$ cat src/rtl/counter_pkg.sv
// counter_pkg: shared defaults, the count type and the parameter legality
// helper used by the modulo-N counter.
// Optional feature macro: COUNTER_SATURATE_EN. When it is defined, the
// counter holds at its terminal value instead of wrapping.
package counter_pkg;

    localparam int COUNTER_WIDTH_DEF = 7;
    localparam int COUNTER_MAX_DEF   = 99;

    typedef logic [COUNTER_WIDTH_DEF-1:0] count_t;

    // Legal when the terminal value is nonzero and fits in the count width.
    function automatic bit params_legal(input int width, input int max_val);
        return (max_val >= 1) && (width >= 1) && (width <= 31) && (max_val < (1 << width));
    endfunction

endpackage

$ cat src/rtl/counter_next.sv
// counter_next: combinational next-state function of the modulo-N counter.
// It applies reset priority, recovery from out-of-range values, and then
// either a wrap or a hold at the terminal value.
// Optional feature macro: COUNTER_SATURATE_EN (hold at MAX instead of wrapping).
module counter_next
    import counter_pkg::*;
#(
    parameter int WIDTH = COUNTER_WIDTH_DEF,
    parameter int MAX   = COUNTER_MAX_DEF
) (
    input  logic [WIDTH-1:0] count_i,
    input  logic             rst_i,
    output logic [WIDTH-1:0] count_next_o,
    output logic             terminal_o
);

    localparam logic [WIDTH-1:0] MaxVal = WIDTH'(MAX);
    localparam logic [WIDTH-1:0] OneVal = WIDTH'(1);

    // Next-count selection. Reset wins over everything, and any value at or
    // above MAX is handled by the terminal branch. Values above MAX, which can
    // only exist before the first reset, always go to zero.
    always_comb begin
        terminal_o   = (count_i == MaxVal);
        count_next_o = count_i + OneVal;
        if (rst_i) begin
            count_next_o = '0;
        end else if (count_i >= MaxVal) begin
`ifdef COUNTER_SATURATE_EN
            count_next_o = (count_i == MaxVal) ? MaxVal : '0;
`else
            count_next_o = '0;
`endif
        end
    end

endmodule

$ cat src/rtl/counter.sv
// counter: free-running synchronous modulo-(MAX+1) up-counter. The output
// comes straight from a register, and reset is synchronous and active-high.
// Optional feature macro: COUNTER_SATURATE_EN (hold at MAX instead of wrapping).
module counter
    import counter_pkg::*;
#(
    parameter int WIDTH = COUNTER_WIDTH_DEF,
    parameter int MAX   = COUNTER_MAX_DEF
) (
    input  logic             clk,
    input  logic             rst,
    output logic [WIDTH-1:0] count
);

    logic [WIDTH-1:0] count_q;
    logic [WIDTH-1:0] count_d;
    logic             terminal_unused;

    // Reject configurations whose terminal value is zero or does not fit in WIDTH.
    generate
        if (!params_legal(WIDTH, MAX)) begin : gen_bad_params
            $error("counter: illegal parameters WIDTH=%0d MAX=%0d (need 1 <= MAX < 2**WIDTH)",
                   WIDTH, MAX);
        end
    endgenerate

    counter_next #(
        .WIDTH (WIDTH),
        .MAX   (MAX)
    ) u_next (
        .count_i      (count_q),
        .rst_i        (rst),
        .count_next_o (count_d),
        .terminal_o   (terminal_unused)
    );

    // Count register. Reset is folded into count_d, so this register stays a plain flop.
    always_ff @(posedge clk) begin
        count_q <= count_d;
    end

    assign count = count_q;

endmodule

$ cat config.mk
export PLATFORM = sky130hd
export DESIGN_NAME = counter
export DESIGN_NICKNAME = d
export VERILOG_FILES = /design/src/rtl/counter_pkg.sv /design/src/rtl/counter_next.sv /design/src/rtl/counter.sv
export SDC_FILE = /design/constraint.sdc
export NUM_CORES = 1
export LEC_CHECK = 0
export ABC_AREA = 1
export CAP_MARGIN = 10
export CORE_AREA = 4 4 41 43
export CTS_CLUSTER_DIAMETER = 150
export CTS_CLUSTER_SIZE = 30
export DETAILED_ROUTE_END_ITERATION = 7
export DIE_AREA = 0 0 45 47
export SLEW_MARGIN = 20
export SYNTH_ARGS = -nofsm -noshare
export SYNTH_HDL_FRONTEND = slang
export SYNTH_SLANG_ARGS = --single-unit
$ cat constraint.sdc
create_clock -name clk -period 2.5 [get_ports clk]
set_input_delay 0.625 -clock clk [delete_from_list [all_inputs] [get_ports clk]]
set_output_delay 0.625 -clock clk [all_outputs]
set_load 0.1 [all_outputs]
==> impl_results.rst <==
.. list-table::
   :header-rows: 1

   * - Metric
     - Value
   * - Sequential fraction of design power
     - 44.1%
   * - Yosys Warn Count
     - 0
   * - Overall global routing resource usage
     - 8.48%
   * - DIE AREA
     - 2120 sq um
   * - Post-CTS setup buffer count
     - 0
   * - Post-detailed-route count of antenna-violating nets
     - 0
   * - Final Wtd Congestion
     - 0.769
   * - Maximum number of pins on one net before global-route repair
     - 8
   * - Cell family with the largest share of critical-path delay
     - flip-flops
   * - Final net count
     - 61
   * - Clock-pin slew on the worst setup and hold paths
     - 0.05 ns
   * - Initial core utilization
     - 24.4%
   * - Clock latency reported for the late side of the worst-skew pair
     - 0.25 ns
   * - Min Hold Slack
     - 0.512 ns
   * - Relative max-transition margin
     - 81.5%
   * - Port-buffer cells
     - 8
   * - CTS tree
     - yes
   * - Net Sw Power
     - 0.0852 mW
   * - Synth Area per Inst
     - 7.06 sq um
   * - Synth Cell Area
     - 318 sq um
   * - Number of DRC markers after the initial detailed-route iteration
     - 7
   * - Top cells by area in the synthesized netlist
     - sky130_fd_sc_hd__dfxtp_1, sky130_fd_sc_hd__nor2_1, sky130_fd_sc_hd__nand2_1, sky130_fd_sc_hd__inv_1, sky130_fd_sc_hd__nand3_1
   * - Class of the tightest hold or removal check
     - register to register
   * - Final hold viol count
     - 0
   * - Total via count in the routed design
     - 288
   * - Final max-slew violation count
     - 0
   * - Post-place setup slack
     - 1.07 ns
   * - Area share of the largest cell type after synthesis
     - 44.1%
   * - Max stage delay cell, worst path
     - sky130_fd_sc_hd__dfxtp_1
   * - Cells after Synth
     - 45
   * - Standard cell area after detailed placement
     - 399 sq um
   * - Time the final worst path needs with I/O delays and setup
     - 1.60 ns
   * - Post-synthesis cell type count
     - 11
   * - Power Density
     - 642 nW/um^2
   * - Buffer and inverter count on the worst path
     - 1
   * - P_int
     - 0.188 mW
   * - Smallest setup slack after layout
     - 0.902 ns
   * - Wire length of the first global-routing pass
     - 1.16 mm
   * - Placeable core area
     - 1300 sq um
   * - Largest area contributor in the netlist
     - sky130_fd_sc_hd__dfxtp_1
   * - Post-DR vias/cell
     - 4.00
   * - # diodes
     - 0
   * - Unrepaired setup endpoints after global routing
     - no
   * - Resize count post-CTS
     - 0
   * - Clock Tree Root
     - sky130_fd_sc_hd__clkbuf_4
   * - CTS Hold Buffers Added
     - 0
   * - Share of power burned in combinational logic
     - 18.0%
   * - Area added between synthesis and finish
     - 33.9%
   * - Largest stage delay on the critical path
     - 0.40 ns
   * - Leak pwr
     - 0.190 nW
   * - Grt ovf
     - 0
   * - Final clock period utilization by the worst path
     - 63.9%
   * - Total I/O pin count
     - 9
   * - Setup TNS
     - 0 ns
   * - Clock power share
     - 37.9%
   * - Design Area, Final
     - 425 sq um
   * - Maximum vdd drop
     - 267 uV
   * - Number of flip-flops in the largest register
     - 7
   * - Critical path peak fanout
     - 5
   * - Die boundary width
     - 45 um
   * - Number of antenna violations at the first check in global routing
     - 0
   * - Worst setup path class
     - register to output pin
   * - Routed wirelength normalized by instance count
     - 8.81 um
   * - Ratio of cells with drive above 1 in the final layout
     - 21.1%
   * - Layout Utilization
     - 32.7%
   * - Placed Cells incl. Taps
     - 68
   * - Remaining routing DRC violations
     - 0
   * - Nature of the critical path startpoint
     - register
   * - Count of non-filler cells in the finished layout
     - 72
   * - Final number of setup-violating endpoints
     - 0
   * - Via count of the first global-routing pass
     - 269
   * - FF+latch count, synth
     - 7
   * - CTS buffer count
     - 3
   * - HPWL reported at the end of detailed placement
     - 471 um
   * - Overall routed net length
     - 634 um
   * - Power Total
     - 0.273 mW
   * - Total of max-cap violations
     - 0
   * - Chip Height
     - 47 um
   * - Slew of the pin with the lowest slew margin
     - 0.280 ns
   * - Outcome
     - complete, no violations
   * - Part of the Yosys area used for sequential elements
     - 44.1%
   * - Switching part of the total power
     - 31.2%
   * - Cell chain of the critical path
     - buf_4
   * - Data arrival time of the critical path
     - 0.97 ns
   * - Maximum clock frequency
     - 626 MHz
   * - Clk sinks
     - 7
   * - H-tree level count
     - 1
   * - Critical path endpoint category
     - output pin
   * - Placement Rows
     - 13
   * - Critical path data required time
     - 1.88 ns
   * - Maximum buffer depth of the clock tree
     - 2
   * - Synth Net Count
     - 48
   * - Number of detailed-routing iterations run before antenna repair
     - 4
   * - Final Skew
     - 0.00689 ns
[logic make-up after synthesis]
| logic type | after synthesis | synth area share (%) |
|---|---|---|
| xor gates and xnor gates | 2 | 5.51 |
| adders and majority gates | 1 | 3.94 |
| buffers and inverters | 7 | 8.27 |
| DFF | 7 | 44.1 |
| AOI/OAI and AO/OA | 1 | 2.36 |
| and+or+nand+nor | 27 | 35.8 |
[layout make-up]
| type | instances | area, sq um |
|---|---|---|
| sequential | 7 | 140 |
| clock buffer | 4 | 26.3 |
| inverter | 7 | 26.3 |
| fill | 153 | 876 |
| multi-input combinational | 31 | 151 |
| tap | 15 | 18.8 |
| timing repair buffer | 8 | 62.6 |
[cells in the mapped netlist]
cell	n
sky130_fd_sc_hd__dfxtp_1	7
sky130_fd_sc_hd__xor2_1	1
sky130_fd_sc_hd__nor2_1	14
sky130_fd_sc_hd__nor3_2	1
sky130_fd_sc_hd__xnor2_1	1
sky130_fd_sc_hd__inv_1	7
sky130_fd_sc_hd__o21bai_1	1
sky130_fd_sc_hd__nand3_1	3
sky130_fd_sc_hd__nand2_2	1
sky130_fd_sc_hd__nand2_1	8
sky130_fd_sc_hd__ha_1	1
[cell usage in the layout (no fill, tap or decap)]
cell type,n
sky130_fd_sc_hd__nand2_1,8
sky130_fd_sc_hd__ha_1,1
sky130_fd_sc_hd__clkbuf_4,3
sky130_fd_sc_hd__nand2_2,1
sky130_fd_sc_hd__xor2_1,1
sky130_fd_sc_hd__dfxtp_1,7
sky130_fd_sc_hd__o21bai_1,1
sky130_fd_sc_hd__xnor2_1,1
sky130_fd_sc_hd__nor3_2,1
sky130_fd_sc_hd__nor2_1,14
sky130_fd_sc_hd__inv_1,7
sky130_fd_sc_hd__nand3_1,3
sky130_fd_sc_hd__clkbuf_1,1
sky130_fd_sc_hd__clkdlybuf4s50_1,1
sky130_fd_sc_hd__buf_4,7
[layer usage]
| metal | global-route usage (%) | vias to the layer above | wire (um) |
|---|---|---|---|
| met4 | 3.51 | 0 | 0 |
| met3 | 6.90 | 0 | 74 |
| met5 | 0 | - | 0 |
| met1 | 10.3 | 118 | 298 |
| li1 | - | 159 | - |
| met2 | 10.7 | 11 | 261 |
[power by group through the flow]
stage	Sequential [mW]	Combinational, mW	Clock, mW
final	0.120	0.0492	0.103
after global routing	0.121	0.0531	0.118
after CTS	0.121	0.0496	0.108
after detailed placement	0.123	0.0489	0
after global placement	0.123	0.0489	0
after floorplan	0.151	0.0102	0
[worst paths after layout]
check             slack [ns]  cells after the start       end     start
setup / recovery        0.90                      1  count[0]  count[0]
hold / removal          0.51                      1  count[0]  count[0]
setup reg to reg        1.32                      6  count[0]  count[0]
hold reg to reg         0.51                      1  count[0]  count[0]
(Power assumes the default switching activity.)
